[config.mk]
export PLATFORM = sky130hd
export DESIGN_NAME = uart_tx_stage
export DESIGN_NICKNAME = d
export VERILOG_FILES = /design/src/rtl/uart_tx_stage.sv
export SDC_FILE = /design/constraint.sdc
export NUM_CORES = 1
export LEC_CHECK = 0
export ABC_AREA = 1
export CORE_AREA = 2 2 48 50
export CTS_BUF_LIST = sky130_fd_sc_hd__clkbuf_16
export CTS_CLUSTER_SIZE = 20
export DETAILED_ROUTE_END_ITERATION = 10
export DIE_AREA = 0 0 50 52
export PLACE_DENSITY_LB_ADDON = 0.25
export SKIP_CTS_REPAIR_TIMING = 1
export SLEW_MARGIN = 20
export SYNTH_ARGS = -nofsm -noshare
export SYNTH_HDL_FRONTEND = slang
export SYNTH_SLANG_ARGS = --single-unit
[constraint.sdc]
create_clock -name clk -period 1.61 [get_ports clk]
set_input_delay 0.322 -clock clk [delete_from_list [all_inputs] [get_ports clk]]
set_output_delay 0.322 -clock clk [all_outputs]
set_load 0.1 [all_outputs]
[src/rtl/uart_tx_stage.sv]
// UART transmitter stage: pops one word per frame from an upstream FIFO and
// serializes it as start bit, DATA_WIDTH payload bits (LSB first), stop bit.
module uart_tx_stage #(
    parameter int DATA_WIDTH   = 8,
    parameter int CLKS_PER_BIT = 16
) (
    input  logic                  clk,
    input  logic                  rst,
    input  logic [DATA_WIDTH-1:0] fifo_dout,
    input  logic                  fifo_empty,
    output logic                  fifo_rd_en,
    output logic                  tx,
    output logic                  busy,
    output logic                  frame_done
);

    localparam int CNT_W = $clog2(CLKS_PER_BIT);
    localparam int IDX_W = (DATA_WIDTH > 1) ? $clog2(DATA_WIDTH) : 1;
    localparam logic [CNT_W-1:0] CNT_LAST = CNT_W'(CLKS_PER_BIT - 1);
    localparam logic [IDX_W-1:0] IDX_LAST = IDX_W'(DATA_WIDTH - 1);

    typedef enum logic [1:0] {
        IDLE,
        START,
        DATA,
        STOP
    } state_t;

    state_t                  state_q, state_d;
    logic [CNT_W-1:0]        cnt_q, cnt_d;
    logic [IDX_W-1:0]        idx_q, idx_d;
    logic [DATA_WIDTH-1:0]   shreg_q, shreg_d;
    logic [DATA_WIDTH-1:0]   shreg_shift;
    logic                    tx_q, tx_d;
    logic                    busy_q, busy_d;
    logic                    done_q, done_d;
    logic                    bit_end;

    assign bit_end     = (cnt_q == CNT_LAST);
    assign shreg_shift = shreg_q >> 1;

    // Pop only from IDLE so that the FIFO sees exactly one strobe per frame.
    assign fifo_rd_en = (state_q == IDLE) && !fifo_empty && !rst;

    always_comb begin
        state_d = state_q;
        cnt_d   = bit_end ? '0 : cnt_q + 1'b1;
        idx_d   = idx_q;
        shreg_d = shreg_q;
        tx_d    = tx_q;
        done_d  = 1'b0;
        case (state_q)
            IDLE: begin
                cnt_d = '0;
                tx_d  = 1'b1;
                if (fifo_rd_en) begin
                    shreg_d = fifo_dout;
                    state_d = START;
                    tx_d    = 1'b0;
                end
            end
            START: begin
                if (bit_end) begin
                    state_d = DATA;
                    idx_d   = '0;
                    tx_d    = shreg_q[0];
                end
            end
            DATA: begin
                if (bit_end) begin
                    if (idx_q == IDX_LAST) begin
                        state_d = STOP;
                        tx_d    = 1'b1;
                    end else begin
                        // tx is registered, so it takes the bit that becomes the new LSB.
                        shreg_d = shreg_shift;
                        idx_d   = idx_q + 1'b1;
                        tx_d    = shreg_shift[0];
                    end
                end
            end
            STOP: begin
                if (bit_end) begin
                    state_d = IDLE;
                    done_d  = 1'b1;
                    tx_d    = 1'b1;
                end
            end
            default: begin
                state_d = IDLE;
                tx_d    = 1'b1;
            end
        endcase
        busy_d = (state_d != IDLE);
    end

    always_ff @(posedge clk) begin
        if (rst) begin
            state_q <= IDLE;
            cnt_q   <= '0;
            idx_q   <= '0;
            shreg_q <= '0;
            tx_q    <= 1'b1;
            busy_q  <= 1'b0;
            done_q  <= 1'b0;
        end else begin
            state_q <= state_d;
            cnt_q   <= cnt_d;
            idx_q   <= idx_d;
            shreg_q <= shreg_d;
            tx_q    <= tx_d;
            busy_q  <= busy_d;
            done_q  <= done_d;
        end
    end

    assign tx         = tx_q;
    assign busy       = busy_q;
    assign frame_done = done_q;

endmodule

==> results of run 1 <==
[worst max-delay path, delay by kind of cell]
kind	cells	cell delay (ps)
buf+inv	3	760
simple gates	2	160
[worst paths after layout]
path / to / cells after the start / start
worst min-delay path: cnt_q[0] / 1 / cnt_q[0]
worst min register to register: cnt_q[0] / 1 / cnt_q[0]
worst max-delay path: fifo_rd_en / 5 / rst
worst max register to register: idx_q[2] / 6 / cnt_q[0]
[final cells by class]
| cell class | instances | share of cell area |
|---|---|---|
| multi-input cells | 103 | 0.3851 |
| flip-flops and latches | 20 | 0.3051 |
| repair buffers | 18 | 0.1602 |
| inverters | 22 | 0.06578 |
| clock buffers | 3 | 0.05720 |
| well taps | 28 | 0.02669 |
[flip-flops by register name (all words and copies together), names as in the netlist]
name and flops:
state_q 2, busy 1, idx_q 3, frame_done 1
cnt_q 4, shreg_q 8, tx 1
[routing by layer]
metal	vias up	global-route usage
li1	511	-
met3	4	0.03736
met4	0	0.06944
met5	-	0
met2	11	0.3004
met1	412	0.1900
[synth_stat cells]
| master | number |
|---|---|
| buf_4 | 3 |
| buf_6 | 1 |
| a21oi_1 | 12 |
| nand4_1 | 1 |
| inv_1 | 22 |
| dfxtp_1 | 20 |
| nand2_2 | 2 |
| nor3b_1 | 1 |
| nand3_1 | 17 |
| buf_2 | 1 |
| nand2_4 | 1 |
| nor2_1 | 25 |
| nor2_2 | 1 |
| ha_1 | 3 |
| nor2_4 | 2 |
| o21ai_0 | 12 |
| nand2_1 | 26 |
[kinds of logic after synthesis]
| family | Yosys count |
|---|---|
| flops | 20 |
| buf+inv | 27 |
| compound gates | 24 |
| fa+ha+maj | 3 |
| simple gates | 76 |
[where the power goes]
part	switching [uW]	internal [uW]	leakage [uW]
sequential	12.2	517	0.000163
combinational	96.7	75.2	0.000421
clock	166	327	0.0000370
total	275	919	0.000621
[through the flow]
step | utilization | instances
floorplan | - | 150
global placement | 0.5853 | 191
detailed placement | 0.5853 | 191
CTS | 0.6209 | 194
global route | 0.6233 | 194
finish | 0.6233 | 194
==> results.md, run 1 <==
- The number of top-level pins is 15.
- After detailed routing, the met2 layer carries about 910 um of wire.
- The average detailed-routed wire length per instance is between 9 and 10 um.
- The first routing iteration left 16 violations.
- Leaving out fill and tap cells, the most frequent cell in the layout is nand2_1.
- The sequential share of the synthesized area is 0.3917.
- Yosys attributes the largest share of cell area to dfxtp_1, nand2_1, nor2_1, nand3_1, inv_1.
- The delay of the slowest critical-path stage is about 490 ps.
- The share of synthesized area in the top cell type comes to 0.3917.
- The data arrival time of the critical path is 1230 ps.
- STA classifies the critical path startpoint as an input pin.
- The number of iterations in the first detailed-routing pass is 2.
- IR analysis of the VDD net gives a maximum drop of 0.0005030 V.
- The area occupied by multi-input gates is 505.5 um^2.
- The area fraction in compound gates after synthesis was 0.1175.
- Among all stages on the critical path, the largest delay is contributed by clkdlybuf4s50_1.
- The worst setup path is captured at an output port.
- The post-detailed-route DRC marker count is 0.
- The later pin in the worst-skew pair is clocked with a latency of 250 ps.
- The first global-routing pass estimated between 3000 and 4000 um of wire.
- Summing all flip-flop and latch instances after layout gives 400.4 um^2.
- The clock tree from TritonCTS is yes.
- Traced cell by cell, the critical path runs through clkdlybuf4s50_1 -> nor2_1 -> nand2_2 -> clkinvlp_4 -> buf_12.
- The highest signal layer in the routed design is met4.
- In this run the static leakage power is between 0.0006 and 0.0007 uW.
- The fraction of the mapped netlist area in simple logic gates is 0.3354.
- The global routing usage summed across all routing layers is 0.1673.
- The area growth from synthesis to final layout is 28.40%.
- Of the post-synthesis cell area, the part taken by muxes is 0.
- In this run the power density over the cells is approximately 910 nW/um^2.
- The total wirelength of the detailed-routed design is 1856 um.
- Subtracting the final worst setup slack from the clock period gives about 1600 ps.
- Counting the fill cells in the layout gives 194.
- The flow ran to the end, and the final reports show no timing, DRC or antenna violations.
- The tool flagged a number of max-cap violations equal to 0.
- The mean area per synthesized cell is around 6.8 um^2.
- For this run, the top clock speed supported by timing is between 600 and 700 MHz.
- The post-synthesis instance area is 1022 um^2.
- The remaining number of nets flagged by the antenna check after routing is 0.
- The final setup slack of the worst path is between 50 and 60 ps.
- The xor/xnor share of the synthesized area is 0.
- For the worst setup path, the data required time is 1290 ps.
- The worst hold path belongs to the class reg2reg.
- The total area inside the core boundary comes to between 2000 and 2500 um^2.
- Counting every net in the synthesized netlist gives 164.
- After clock tree synthesis, the clock-pin slew on the worst setup and hold paths is approximately 50 ps.
- Setup repair after global routing left no endpoint under its margin.
- In this run, CTS created clock tree buffers numbering 3.
- The die span in y is between 50 and 60 um.
- The CTS root buffer is clkbuf_16.
- 0 antenna diodes ended up in the layout.
- Entering global routing, the biggest net connects 23 pins.
- The met1 wire length is slightly below 900 um.
- The final setup TNS is 0 ps.
- The final design instance area without fill is ~1300 um^2.
- The total of flip-flops plus latches after synthesis is 20.
- The number of endpoints with negative hold slack in the final report came to 0.
- The die extent in x is 50 um.
- The via-per-instance ratio is 4.835.
- In the final layout, the share of cells above drive strength 1 is 0.1084.
- The synthesized netlist contains 17 unique library cells.
- The via count is 938.
- The cell row count is 17.
- Global routing finished with a remaining overflow of 0.
- The net count reported at finish is 182.
- The normalized max-slew margin is 0.8096.
- Clock tree synthesis found a total of 20 sinks.
- Counting every instance in the synthesized netlist gives 150.
- The combinational family with the most area after synthesis is simple AND/OR/NAND/NOR gates.
- Prior to clock tree synthesis, the placed netlist has a worst setup slack of ~57 ps.
- For this configuration, the core starts out at a cell density of 0.4854.
- Of the available clock period, the critical path in the final layout requires 0.9669.
- The via count of the first global-routing pass was roughly 860.
- Once placement finished, the instance area stood at between 1000 and 1500 um^2.
- Across the routed clock network, the largest skew measured is approximately 1.6 ps.
- The initial antenna violation count is 0.
- Input and output buffers added on the ports amount to 14.
- The weighted congestion reported at the end of routability-driven placement is 0.8476.
- The tightest hold path in the finished design has a slack of 476.3 ps.
- The maximum buffer depth of the clock tree is 2.
- The peak fanout along the critical path is 2.
- The H-tree depth is 1.
- For the pin with the worst max-slew slack, the measured transition is between 200 and 300 ps.
- The area share of fa/ha/maj cells after synthesis is 0.03672.
- The Yosys step of the flow raised 0 warnings.
- Summed over all nets, wire length on met3 after detailed routing comes to around 50 um.
- The estimated wirelength of the detail-placed design is roughly 1400 um.
- The die covers around 2600 um^2.
- dfxtp_1 takes more of the synthesized area than any other cell.
- Power comes to roughly 1200 uW.
- The total count of max-transition violations in the final report is 0.
- The final-report setup violation count is 0.
- Across all register-to-register paths, the minimum setup slack is between 200 and 250 ps.
- The top cell types in the final layout, fill and taps aside, are nand2_1, nor2_1, inv_1.
- The category of the most critical setup path is in2out.
Note: power is estimated with default switching activity, not from simulation.
==> run 2, diff against run 1 <==
--- a/config.mk
+++ b/config.mk
@@ -6,6 +6,7 @@
 export NUM_CORES = 1
 export LEC_CHECK = 0
 export ABC_AREA = 1
+export CAP_MARGIN = 20
 export CORE_AREA = 2 2 48 50
 export CTS_BUF_LIST = sky130_fd_sc_hd__clkbuf_16
 export CTS_CLUSTER_SIZE = 20
@@ -13,7 +14,6 @@
 export DIE_AREA = 0 0 50 52
 export PLACE_DENSITY_LB_ADDON = 0.25
 export SKIP_CTS_REPAIR_TIMING = 1
-export SLEW_MARGIN = 20
 export SYNTH_ARGS = -nofsm -noshare
 export SYNTH_HDL_FRONTEND = slang
 export SYNTH_SLANG_ARGS = --single-unit
==> results of run 2 <==
Final layout, timing and power as in run 1 (identical DEF).
==> run 3, diff against run 2 <==
--- a/config.mk
+++ b/config.mk
@@ -12,6 +12,7 @@
 export CTS_CLUSTER_SIZE = 20
 export DETAILED_ROUTE_END_ITERATION = 10
 export DIE_AREA = 0 0 50 52
+export HOLD_SLACK_MARGIN = 0.12
 export PLACE_DENSITY_LB_ADDON = 0.25
 export SKIP_CTS_REPAIR_TIMING = 1
 export SYNTH_ARGS = -nofsm -noshare
==> results of run 3 <==
Final layout, timing and power as in run 1 (identical DEF).
